File: config.mk
export PLATFORM = sky130hd
export DESIGN_NAME = mill_modif_enc_flat
export DESIGN_NICKNAME = d
export VERILOG_FILES = /design/src/rtl/mill_modif_enc_if.sv /design/src/rtl/mill_modif_enc.sv /design/src/flat_wrapper.sv
export SDC_FILE = /design/constraint.sdc
export NUM_CORES = 1
export LEC_CHECK = 0
export BUFFER_PORTS_ARGS = -buffer_cell sky130_fd_sc_hd__buf_2
export CAP_MARGIN = 10
export CORE_MARGIN = 1
export CORE_UTILIZATION = 30
export DETAILED_ROUTE_END_ITERATION = 10
export PLACE_DENSITY = 0.5
export SETUP_SLACK_MARGIN = 0.3
export SLEW_MARGIN = 5
export SYNTH_ARGS = -nofsm -noshare
export SYNTH_HDL_FRONTEND = slang
export SYNTH_SLANG_ARGS = --single-unit
File: constraint.sdc
create_clock -name clk -period 1.79 [get_ports clk]
set_input_delay 0 -clock clk [delete_from_list [all_inputs] [get_ports clk]]
set_output_delay 0 -clock clk [all_outputs]
set_load 0.01 [all_outputs]
File: src/rtl/mill_modif_enc_if.sv
// mill_modif_enc_if: NRZ-L bit handshake plus pause/status outputs of the Modified Miller encoder.
interface mill_modif_enc_if;
    logic in_valid;
    logic in_data;
    logic in_last;
    logic in_ready;
    logic out_pause;
    logic out_busy;
    logic out_done;
    logic out_err;
    modport master (output in_valid, in_data, in_last, input in_ready, out_pause, out_busy, out_done, out_err);
    modport slave (input in_valid, in_data, in_last, output in_ready, out_pause, out_busy, out_done, out_err);
endinterface

File: src/rtl/mill_modif_enc.sv
// mill_modif_enc: ISO 14443A Modified Miller encoder, NRZ-L bits in, registered carrier pause out.
module mill_modif_enc #(
    parameter int ETU_CLKS   = 8,
    parameter int PAUSE_CLKS = 2,
    parameter int CW         = 4
) (
    input logic              clk,
    input logic              rst_n,
    mill_modif_enc_if.slave  bus
);
    typedef enum logic [2:0] {IDLE, SOC, DATA, EOC0, EOCY, DONE} state_t;
    typedef enum logic [1:0] {SYM_Y, SYM_X, SYM_Z} sym_t;
    localparam logic [CW-1:0] K_LAST = CW'(ETU_CLKS - 1);
    localparam logic [CW-1:0] K_HALF = CW'(ETU_CLKS / 2);
    localparam logic [CW-1:0] K_P    = CW'(PAUSE_CLKS);
    localparam logic [CW-1:0] K_HP   = CW'(ETU_CLKS / 2 + PAUSE_CLKS);
    state_t        state_q, state_d;
    sym_t          sym_d;
    logic [CW-1:0] cnt_q, cnt_d;
    logic          bit_q, bit_d, last_q, last_d, prevx_q, prevx_d;
    logic          pause_q, pause_d, busy_q, done_q, err_q;
    logic          end_k, xfer;
    assign end_k        = cnt_q == K_LAST;
    assign bus.in_ready = state_q == IDLE || (state_q == DATA && end_k && !last_q);
    assign xfer         = bus.in_valid && bus.in_ready;
    always_comb begin
        state_d = state_q;
        cnt_d   = end_k ? '0 : cnt_q + 1'b1;
        bit_d   = bit_q;
        last_d  = last_q;
        prevx_d = prevx_q;
        case (state_q)
            IDLE: begin
                cnt_d = '0;
                if (xfer) begin
                    state_d = SOC;
                    bit_d   = bus.in_data;
                    last_d  = bus.in_last;
                end
            end
            SOC: if (end_k) begin
                state_d = DATA;
                prevx_d = 1'b0;
            end
            // the finished symbol was X exactly when the held bit was 1
            DATA: if (end_k) begin
                prevx_d = bit_q;
                if (xfer) begin
                    bit_d  = bus.in_data;
                    last_d = bus.in_last;
                end else begin
                    state_d = EOC0;
                end
            end
            EOC0: if (end_k) state_d = EOCY;
            EOCY: if (end_k) state_d = DONE;
            default: begin
                state_d = IDLE;
                cnt_d   = '0;
                bit_d   = 1'b0;
                last_d  = 1'b0;
                prevx_d = 1'b0;
            end
        endcase
        sym_d   = state_d == SOC ? SYM_Z :
                  (state_d == DATA && bit_d) ? SYM_X :
                  (state_d == DATA || state_d == EOC0) ? (prevx_d ? SYM_Y : SYM_Z) : SYM_Y;
        pause_d = (sym_d == SYM_Z && cnt_d < K_P) ||
                  (sym_d == SYM_X && cnt_d >= K_HALF && cnt_d < K_HP);
    end
    always_ff @(posedge clk or negedge rst_n) begin
        if (!rst_n) begin
            state_q <= IDLE;
            cnt_q   <= '0;
            bit_q   <= 1'b0;
            last_q  <= 1'b0;
            prevx_q <= 1'b0;
            pause_q <= 1'b0;
            busy_q  <= 1'b0;
            done_q  <= 1'b0;
            err_q   <= 1'b0;
        end else begin
            state_q <= state_d;
            cnt_q   <= cnt_d;
            bit_q   <= bit_d;
            last_q  <= last_d;
            prevx_q <= prevx_d;
            pause_q <= pause_d;
            busy_q  <= state_d inside {SOC, DATA, EOC0, EOCY};
            done_q  <= state_d == DONE;
            err_q   <= state_q == DATA && end_k && !last_q && !bus.in_valid;
        end
    end
    assign bus.out_pause = pause_q;
    assign bus.out_busy  = busy_q;
    assign bus.out_done  = done_q;
    assign bus.out_err   = err_q;
endmodule

File: src/flat_wrapper.sv
// flat-port wrapper written by rule: the top's interface ports become plain ports
module mill_modif_enc_flat 
#(
    parameter int ETU_CLKS   = 8,
    parameter int PAUSE_CLKS = 2,
    parameter int CW         = 4
)
  (clk, rst_n, bus_in_valid, bus_in_data, bus_in_last, bus_in_ready, bus_out_pause, bus_out_busy, bus_out_done, bus_out_err);
  mill_modif_enc_if bus_i ();
  input logic clk;
  input logic rst_n;
  input wire logic [$bits(bus_i.in_valid)-1:0] bus_in_valid;
  input wire logic [$bits(bus_i.in_data)-1:0] bus_in_data;
  input wire logic [$bits(bus_i.in_last)-1:0] bus_in_last;
  output wire logic [$bits(bus_i.in_ready)-1:0] bus_in_ready;
  output wire logic [$bits(bus_i.out_pause)-1:0] bus_out_pause;
  output wire logic [$bits(bus_i.out_busy)-1:0] bus_out_busy;
  output wire logic [$bits(bus_i.out_done)-1:0] bus_out_done;
  output wire logic [$bits(bus_i.out_err)-1:0] bus_out_err;
  assign bus_i.in_valid = bus_in_valid;
  assign bus_i.in_data = bus_in_data;
  assign bus_i.in_last = bus_in_last;
  assign bus_in_ready = bus_i.in_ready;
  assign bus_out_pause = bus_i.out_pause;
  assign bus_out_busy = bus_i.out_busy;
  assign bus_out_done = bus_i.out_done;
  assign bus_out_err = bus_i.out_err;
  mill_modif_enc #(.ETU_CLKS(ETU_CLKS), .PAUSE_CLKS(PAUSE_CLKS), .CW(CW)) u_core (.clk(clk), .rst_n(rst_n), .bus(bus_i));
endmodule
# --- Word level (Yosys, flattened, before mapping) ---
# Cells that the tools add are included.
word_totals:
  word_cells: 68
  register_bits: 14
  out_inout_bits: 5
  input_bits: 5
classes:
  addsub: 1
  muxes: 22
  eq_ne: 13
  reduce_logical: 19
  n_bitwise: 1
  n_lt_le_gt_ge: 3
ops:
  columns: ["operator", "n"]
  rows:
  - ["3-bit two-way mux", 6]
  - ["3-bit one-hot mux with 5 select lines", 1]
  - ["3-bit by 2-bit == test with 1-bit output, second input constant", 4]
  - ["3-bit == test, second input constant", 3]
  - ["1-bit one-hot mux with 3 select lines", 3]
  - ["1-bit logical AND", 8]
  - ["2-bit two-way mux", 4]
  - ["4-bit two-way mux", 2]
  - ["3-bit by 1-bit == test with 1-bit output, second input constant", 2]
  - ["1-bit two-way mux", 6]
  - ["3-bit OR reduction", 2]
  - ["4-bit by 1-bit adder with 4-bit output, second input constant", 1]
  - ["4-bit by 3-bit == test with 1-bit output, second input constant", 1]
  - ["4-bit by 3-bit >= comparator with 1-bit output, second input constant", 1]
  - ["4-bit by 2-bit less-than comparator with 1-bit output, second input constant", 1]
  - ["4-bit by 3-bit less-than comparator with 1-bit output, second input constant", 1]
  - ["4-bit nonzero test", 1]
  - ["4-bit OR reduction", 1]
  - ["3-bit logical NOT", 1]
  - ["1-bit logical OR", 3]
  - ["2-bit by 1-bit == test with 1-bit output, second input constant", 1]
  - ["2-bit == test, second input constant", 1]
  - ["1-bit logical NOT", 2]
  - ["2-bit by 1-bit != test with 1-bit output, second input constant", 1]
  - ["other kinds (2)", 2]

# --- Depth between registers and ports, before layout ---
# Gate-level depths: netlist of the first run.
logic_depth:
  depth_word: 17
  depth_mapped: 8
  depth_no_buf: 6

# --- Worst setup path after synthesis of the first run ---
# No wires, ideal clock.
synth_path:
  path_type: "flip-flop to flip-flop"
  startpoint: "register u_core.cnt_q[0]"
  endpoint: "register u_core.pause_q, in the netlist u_core.bus.out_pause"
  setup_slack_ns: 0.049
  setup_ns: 0.079
  stages_incl_launch_ff: 9
  t_arrival_ns: 1.661
  path_buffers: 2
  required_time_ns: 1.711
  synth_period_minus_slack_ns: 1.741
  cell_sequence: "dfrtp_1 ha_1 buf_2 and3b_1 buf_6 a31oi_4 o211ai_4 nor3_2 mux2i_1"
synth_via:
  elab_chain_len: 17
  elab_cells_between_ends: 39
  classes_between: "1 x add/sub; 3 x order compare; 6 x eq/ne; 19 x mux; 10 x reduce/logical"
synth_rtl:
  columns: ["element", "line_no", "rtl"]
  rows:
  - ["start, declared", "mill_modif_enc.sv:19", "logic [CW-1:0] cnt_q, cnt_d;"]
  - ["start signal, assigned", "mill_modif_enc.sv:84", "cnt_q <= cnt_d;"]
  - ["4-bit by 3-bit == test with 1-bit output *", "mill_modif_enc.sv:23", "assign end_k = cnt_q == K_LAST;"]
  - ["1-bit logical AND (2 in a row)", "mill_modif_enc.sv:24", "assign bus.in_ready = state_q == IDLE || (state_q == DATA && end_k && !last_q);"]
  - ["1-bit logical OR", "mill_modif_enc.sv:24", null]
  - ["1-bit logical AND", "mill_modif_enc.sv:25", "assign xfer = bus.in_valid && bus.in_ready;"]
  - ["3-bit two-way mux", "mill_modif_enc.sv:48", "if (xfer) begin"]
  - ["3-bit two-way mux", "mill_modif_enc.sv:46", "DATA: if (end_k) begin"]
  - ["3-bit one-hot mux with 5 select lines *", "mill_modif_enc.sv:32", "case (state_q)"]
  - ["named net u_core.state_d[0]", "mill_modif_enc.sv:17", "state_t state_q, state_d;"]
  - ["3-bit by 2-bit == test with 1-bit output, on equally long branches", "mill_modif_enc.sv:66, mill_modif_enc.sv:67", null]
  - ["1-bit logical OR", "mill_modif_enc.sv:67", "(state_d == DATA || state_d == EOC0) ? (prevx_d ? SYM_Y : SYM_Z) : SYM_Y;"]
  - ["2-bit two-way mux", "mill_modif_enc.sv:67", null]
  - ["2-bit two-way mux", "mill_modif_enc.sv:66", "(state_d == DATA && bit_d) ? SYM_X :"]
  - ["2-bit two-way mux *", "mill_modif_enc.sv:65", "sym_d = state_d == SOC ? SYM_Z :"]
  - ["2-bit by 1-bit == test with 1-bit output", "mill_modif_enc.sv:69", "(sym_d == SYM_X && cnt_d >= K_HALF && cnt_d < K_HP);"]
  - ["1-bit logical AND (2 in a row)", "mill_modif_enc.sv:69", null]
  - ["1-bit logical OR *", "mill_modif_enc.sv:68", "pause_d = (sym_d == SYM_Z && cnt_d < K_P) ||"]
  - ["named net u_core.pause_d", "mill_modif_enc.sv:21", "logic pause_q, pause_d, busy_q, done_q, err_q;"]
  - ["end signal, assigned", "mill_modif_enc.sv:88", "pause_q <= pause_d;"]
  - ["end, declared", "mill_modif_enc.sv:21", null]
# Mark *: on every way through the listed nets, which the timed path passes. The rest lies on a longest branch.
# A chain may end at the register's enable or synchronous reset.

# --- Worst setup path in the final report of the first run ---
layout_path:
  startpoint: "register u_core.cnt_q[1]"
  endpoint: "register u_core.pause_q, in the netlist u_core.bus.out_pause"
layout_via:
  elab_chain_len: 17
  elab_cells_between_ends: 39
  classes_between: "1 x add/sub; 3 x order compare; 6 x eq/ne; 19 x mux; 10 x reduce/logical"
layout_rtl:
  columns: ["element", "line_no"]
  rows:
  - ["4-bit by 3-bit == test with 1-bit output", "mill_modif_enc.sv:23"]
  - ["1-bit logical AND (2 in a row)", "mill_modif_enc.sv:24"]
  - ["1-bit logical OR", "mill_modif_enc.sv:24"]
  - ["1-bit logical AND", "mill_modif_enc.sv:25"]
  - ["3-bit two-way mux", "mill_modif_enc.sv:48"]
  - ["3-bit two-way mux", "mill_modif_enc.sv:46"]
  - ["3-bit one-hot mux with 5 select lines", "mill_modif_enc.sv:32"]
  - ["3-bit by 2-bit == test with 1-bit output, on equally long branches", "mill_modif_enc.sv:66, mill_modif_enc.sv:67"]
  - ["1-bit logical OR", "mill_modif_enc.sv:67"]
  - ["2-bit two-way mux", "mill_modif_enc.sv:67"]
  - ["2-bit two-way mux", "mill_modif_enc.sv:66"]
  - ["2-bit two-way mux", "mill_modif_enc.sv:65"]
  - ["2-bit by 1-bit == test with 1-bit output", "mill_modif_enc.sv:69"]
  - ["1-bit logical AND (2 in a row)", "mill_modif_enc.sv:69"]
  - ["1-bit logical OR *", "mill_modif_enc.sv:68"]
  - ["named net u_core.pause_d", "mill_modif_enc.sv:21"]
# Marks and branches as above.

==> summary.md, run 1 <==
| Metric | Value |
|---|---|
| Worst vdd ir | 0.848 mV |
| Tmin final | 1.58 ns |
| CTS root buffer | clkbuf_4 |
| R2R setup slack | 0.21 ns |
| Vias per inst | 5.11 |
| Initial DRC count | 10 |
| Max-Cap Viols | 0 |
| CP Launch Type | register |
| R2R cell count | 6 |
| ANT nets after route | 0 |
| Post-synth top flop | dfrtp_1 |
| Total negative slack | 0 ns |
| Status | finished clean |
| Crit Path Category | register to register |
| CP endpoint kind | register |
| Area leader, netlist | dfrtp_1 |
| Vias | 690 |
| #FFs+latches synth | 14 |
| Arrival time at the worst endpoint | 1.79 ns |
| Final-report setup violation count | 0 |
| Placer Congestion | 0.804 |
| RSZ-0062 raised after global routing | true |
| Die span in x | 55.8 um |
| Post-synthesis sequential area ratio | 40.3% |
| Mapped Cells | 86 |
| Worst r2r dst | u_core.bus.out_pause$_DFF_PN0_ |
| Top post-synthesis cells by area | dfrtp_1 40%, buf_6 3.9%, mux2i_1 3.5% |
| Final net count | 111 |
| Total grt overflow | 0 |
| Syn Area/Cell | 10.1 sq um |
| Area Overhead vs Synth | 20.0% |
| Syn_nets | 92 |
| Initial antenna violation count | 0 |
| Hold Vio Cnt, Final | 0 |
| End of the worst hold path | u_core.last_q$_DFFE_PN0P_ |
| Worst-Margin Slew | 0.414 ns |
| Hold Path Depth | 3 |
| Dpl hpwl | 1310 um |
| Final period utilization | 88.1% |
| 1st-pass router iterations | 4 |
| CP Max Fanout | 6 |
| DIE AREA | 3120 sq um |
| Row cnt | 19 |
| Boundary pin count | 10 |
| CTS Sinks | 14 |
| Post-synth top area share | 40.3% |
| Post-synth design cell area | 870 sq um |
| Post-layout util | 37.8% |
| Async SR Flop Fraction | 100% |
| Clock Skew | 0.00477 ns |
| Number of synthesized flops with an enable pin | 0 |
| FILL cells | 280 |
| Pin count of the biggest net entering global routing | 15 |
| Fmax | 634 MHz |
| Share of cells above drive strength 1 | 34.6% |
| Vias in the first global route | 695 |
| H-tree levels | 1 |
| Clk buf depth | 2 |
| Final slew viol count | 0 |
| Antenna Cells | 0 |
| CTS tree | built |
| Later-pin clock latency in the skew report | 0.28 ns |
| Worst r2r src | u_core.cnt_q[1]$_DFF_PN0_ |
| Worst min path class | input port to register |
| Inserted Clock Buffers | 3 |
| Total track usage | 12.8% |
| Routed WL | 1820 um |
| Core ar. | 2760 sq um |
| Initial Utilization | 31.5% |
| WL/cell | 13.5 um |
| CTS clk-pin slew, worst paths | 0.09 ns |
| Global-route wire length before repair | 3120 um |
| Crit path required time | 2.00 ns |
| Synth warn | 0 |
| Hold Startpoint | bus_in_last |
| Port Buffer Count | 9 |
| Slew HR | 72.4% |
| DRC Markers | 0 |
| Die height | 55.8 um |
| P_leak | 0.000467 uW |
| Count of cell types in the netlist | 42 |
| Pwr/cell area | 1540 nW/um^2 |
## critical path, cell delays in order (launching register included)
cell and delay (ns):
dfrtp_1 0.39, ha_2 0.21, and3b_2 0.26, mux2i_1 0.14, o31ai_1 0.20, o2111ai_1 0.15, mux2i_1 0.16
## final cells by class
type	instances	area (sq um)	area share (%)
Multi-Input combinational cell	61	467	44.7
Tap cell	31	38.8	3.72
Timing Repair Buffer	20	133	12.7
Clock buffer	4	36.3	3.48
Inverter	5	18.8	1.80
Sequential cell	14	350	33.6
## worst max-delay path by stage
stage / from / end / slack, ns / depth (start not counted)
finish: u_core.cnt_q[1]$_DFF_PN0_ / u_core.bus.out_pause$_DFF_PN0_ / 0.21 / 6
global route: u_core.cnt_q[1]$_DFF_PN0_ / u_core.bus.out_pause$_DFF_PN0_ / 0.09 / 6
CTS: u_core.cnt_q[1]$_DFF_PN0_ / u_core.bus.out_pause$_DFF_PN0_ / 0.21 / 6
detailed placement: u_core.cnt_q[1]$_DFF_PN0_ / u_core.bus.out_busy$_DFF_PN0_ / 0.08 / 6
global placement: u_core.cnt_q[1]$_DFF_PN0_ / u_core.bus.out_pause$_DFF_PN0_ / 0.11 / 6
floorplan: u_core.cnt_q[0]$_DFF_PN0_ / u_core.bus.out_pause$_DFF_PN0_ / 0.13 / 8
## through the flow
step	hold WS (ns)	worst slack [ns]	instances	total power, uW	instance area (sq um)
floorplan	-0.296	0.132	86	1170	882
global placement	-0.0788	0.109	125	1330	946
detailed placement	-0.0761	0.0815	125	1320	946
CTS	0.0142	0.208	133	1600	1030
global route	0.0631	0.0938	135	1740	1040
finish	0.00481	0.212	135	1610	1040
## power by group
part | total [uW] | switching [uW] | internal, uW
Clock | 232 | 108 | 124
Sequential | 522 | 106 | 416
Combinational | 855 | 434 | 421
Total | 1610 | 648 | 961
## routing by layer
layer	global-route usage, %	vias up	routed length, um
met2	21.2	8	885
met4	3.14	0	18
met5	0	-	0
li1	-	345	-
met3	4.19	4	46
met1	16.2	333	868
## cells in the mapped netlist (2+ instances only)
cell	number
nand2_1	4
inv_1	5
dfrtp_1	14
nor3_1	3
nor2_1	8
mux2i_1	3
nor2b_1	2
a21oi_1	5
a21o_2	2
buf_2	2
xnor2_1	2
nand3_1	3
nand3b_1	2
buf_6	3
## repair_timing
action | in CTS | in global routing
endpoints found under the hold margin | 15 | 0
gates resized for setup | 4 | 0
setup buffers | 2 | 2
gates cloned | 0 | 0
setup endpoints to repair | 3 | 4
hold buffers | 2 | 0
pin swaps | 2 | 1
## logic make-up (layout without fill, tap and decap cells)
group / Yosys count / in the layout / share of synthesized area [%]
fa+ha+maj: 1 / 1 / 1.44
mux: 3 / 3 / 3.45
simple gates: 32 / 32 / 22.0
flops: 14 / 14 / 40.3
compound gates: 22 / 22 / 21.7
xor+xnor: 3 / 3 / 3.02
buf+inv: 11 / 29 / 8.06
## flip-flops by register name, summed over array words and instances, names as in the netlist
signal and count:
u_core.bus.out_err 1, u_core.bus.out_busy 1, u_core.prevx_q 1, u_core.bus.out_done 1, u_core.cnt_q 4, u_core.last_q 1
u_core.bit_q 1, u_core.bus.out_pause 1, u_core.state_q 3
## cells in the final DEF (no fill, tap or decap), drive strengths merged, types with 2 or more instances in the layout
master	instances
a21o	2
a21oi	5
a31oi	2
buf	18
clkbuf	4
dfrtp	14
dlygate4sd3	2
inv	5
mux2i	3
nand2	4
nand3	3
nand3b	2
nor2	8
nor2b	2
nor3	4
xnor2	2
(Power assumes the default switching activity.)
==> inputs of run 2 (changes only) <==
Settings changed: CELL_PAD_IN_SITES_DETAIL_PLACEMENT set to 1, CELL_PAD_IN_SITES_GLOBAL_PLACEMENT set to 2, CORE_UTILIZATION 30 to 32, PLACE_DENSITY 0.5 to 0.74.
==> run 2 against run 1 <==
Compared with the run above:
- utilization grew 4.3 points
- cell area grew 1.8%
- wire length grew 21%
- via count grew 2.9%
- sequential power grew 4%
- setup slack lost 0.050 ns
- critical path type unchanged
- largest power group unchanged
- non-clock buffer count is the same
- register-to-register slack lost 0.05 ns
==> summary.md, run 2 (same netlist as run 1, synthesis figures left out) <==
| Metric | Value |
|---|---|
| Status | finished clean |
| Worst r2r src | u_core.cnt_q[1]$_DFF_PN0_ |
| P_leak | 0.000471 uW (+0.75%) |
| R2R cell count | 6 (unchanged) |
| Final slew viol count | 0 (unchanged) |
| CP Launch Type | register |
| Grt met1 use | 22.8% (+6.7 points) |
| Die span in x | 54.1 um (-3.1%) |
| CTS clk-pin slew, worst paths | 0.10 ns (about the same) |
| Initial DRC count | 5 (-5) |
| Area Overhead vs Synth | 22.2% |
| Total power draw | 1670 uW (+4.0%) |
| Final period utilization | 90.9% (+2.8 points) |
| Core ar. | 2520 sq um (-8.5%) |
| DRC Markers | 0 (unchanged) |
| Fin area | 1060 sq um (+1.8%) |
| Inserted Clock Buffers | 3 (unchanged) |
| M3 GR Usage | 5.93% (+1.7 points) |
| Most frequent cells in the layout | 14 x dfrtp_1, 9 x buf_2, 8 x nor2_1, 8 x buf_4, 5 x inv_1 |
| Final-report setup violation count | 0 (unchanged) |
| Pin count of the biggest net entering global routing | 15 (unchanged) |
| Post-layout util | 42.1% (+4.3 points) |
| Clock Skew | 0.00893 ns (+0.00416 ns) |
| Worst vdd ir | 0.765 mV (-9.8%) |
| Share of cells above drive strength 1 | 34.6% (unchanged) |
| Die height | 54.1 um (-3.1%) |
| CP endpoint kind | register |
| Most common cell after layout, fill and taps aside | dfrtp_1 |
| Biggest register | u_core.cnt_q |
| Max reg flops | 4 (unchanged) |
| Vias per inst | 5.30 (+3.7%) |
| Tmin final | 1.63 ns (+0.0496 ns) |
| Worst Setup SP | u_core.cnt_q[1]$_DFF_PN0_ |
| Total track usage | 17.4% (+4.6 points) |
| Total negative slack | 0 ns (unchanged) |
| Max-Cap Viols | 0 (unchanged) |
| CP Max Fanout | 6 (unchanged) |
| Placed Area | 952 sq um (+0.66%) |
| H-tree levels | 1 (unchanged) |
| Final worst slack | 0.163 ns (-0.0496 ns) |
| Largest regs | u_core.cnt_q (4), u_core.state_q (3) |
| R2R setup slack | 0.16 ns (-0.05 ns) |
| CTS root buffer | clkbuf_4 |
| Global-route wire length before repair | 3350 um (+7.3%) |
| RSZ-0062 raised after global routing | true |
| Placer Congestion | 0.763 (-5.1%) |
| Boundary pin count | 10 (unchanged) |
| M2 GR Usage | 26.6% (+5.5 points) |
| Worst-Margin Slew | 0.443 ns (+0.0291 ns) |
| DIE AREA | 2930 sq um (-6.0%) |
| Initial antenna violation count | 0 (unchanged) |
| Port Buffer Count | 9 (unchanged) |
| Hold Vio Cnt, Final | 0 (unchanged) |
| CTS Sinks | 14 (unchanged) |
| Crit path required time | 2.01 ns (about the same) |
| Fmax | 615 MHz (-3.0%) |
| DP Worst Slack | 0.0445 ns (-0.0370 ns) |
| WL/cell | 16.5 um (+22%) |
| Worst min path class | input port to asynchronous set/reset pin |
| Pwr/cell area | 1580 nW/um^2 (+2.2%) |
| Vias | 710 (+2.9%) |
| Antenna Cells | 0 (unchanged) |
| Routed WL | 2210 um (+21%) |
| CTS tree | built |
| Worst r2r dst | u_core.bus.out_pause$_DFF_PN0_ |
| Row cnt | 18 (-1) |
| Slew HR | 70.2% (-2.2 points) |
| Arrival time at the worst endpoint | 1.85 ns (+0.06 ns) |
| Total grt overflow | 0 (unchanged) |
| Final net count | 111 (unchanged) |
| Later-pin clock latency in the skew report | 0.29 ns (about the same) |
| Top Usage Layer GRT | met2 |
| ANT nets after route | 0 (unchanged) |
| Crit Path Category | register to register |
| Initial Utilization | 34.5% (+2.9 points) |
| Vias in the first global route | 670 (-3.6%) |
| Clk buf depth | 2 (unchanged) |
| Dpl hpwl | 1560 um (+19%) |
| 1st-pass router iterations | 4 (unchanged) |
run 2: cell count changes in the layout (fill, tap and decap cells not counted), sizes merged:
| cell | change |
|---|---|
| buf | -1 |
| dlygate4sd3 | +1 |
run 2: worst max path at each step:
| stage | cells after the start | slack, ns | to |
|---|---|---|---|
| detailed placement | 6 | 0.04 | u_core.bus.out_pause$_DFF_PN0_ |
| finish | 6 | 0.16 | u_core.bus.out_pause$_DFF_PN0_ |
| floorplan | 8 | 0.13 | u_core.bus.out_pause$_DFF_PN0_ |
| CTS | 6 | 0.14 | u_core.bus.out_pause$_DFF_PN0_ |
| global placement | 6 | 0.09 | u_core.bus.out_busy$_DFF_PN0_ |
| global route | 6 | 0.05 | u_core.bus.out_busy$_DFF_PN0_ |
run 2: report_power, final:
part	internal, uW	leakage [uW]	switching [uW]
Combinational	435	0.000272	458
Clock	124	0.0000210	115
Sequential	416	0.000178	127
Total	974	0.000471	699
run 2: worst max-delay path, stage by stage, from the launching register on:
cell and delay, ns:
dfrtp_1 0.42, ha_4 0.19, and3b_2 0.26, mux2i_1 0.16
o31ai_1 0.22, o2111ai_1 0.16, mux2i_1 0.14
run 2: layout make-up:
type                            count  area, sq um
Timing Repair Buffer               20          135
Tap cell                           30         37.5
Inverter                            5         18.8
Clock buffer                        4         36.3
Multi-Input combinational cell     61          484
Fill cell                         310         1460
Sequential cell                    14          350
run 2: stage by stage:
| stage | hold WS, ns | instances |
|---|---|---|
| 2_1_floorplan | -0.296 | 86 |
| 3_3_place_gp | -0.0789 | 125 |
| 3_5_place_dp | -0.0742 | 125 |
| 4_1_cts | 0.141 | 133 |
| 5_1_grt | 0.175 | 134 |
| 6_report | 0.138 | 134 |
run 2: per-layer routing:
layer  share of wire (%)  up-vias
met4                0.41        0
met2                  45       12
met5                   0        -
li1                    -      346
met1                  50      350
met3                 4.1        2
run 2: what timing repair did:
item,CTS,global route
hold buffers,3,0
gates resized for setup,2,3
buffers inserted,1,1
endpoints found under the hold margin,16,0
endpoints found under the setup margin,6,9
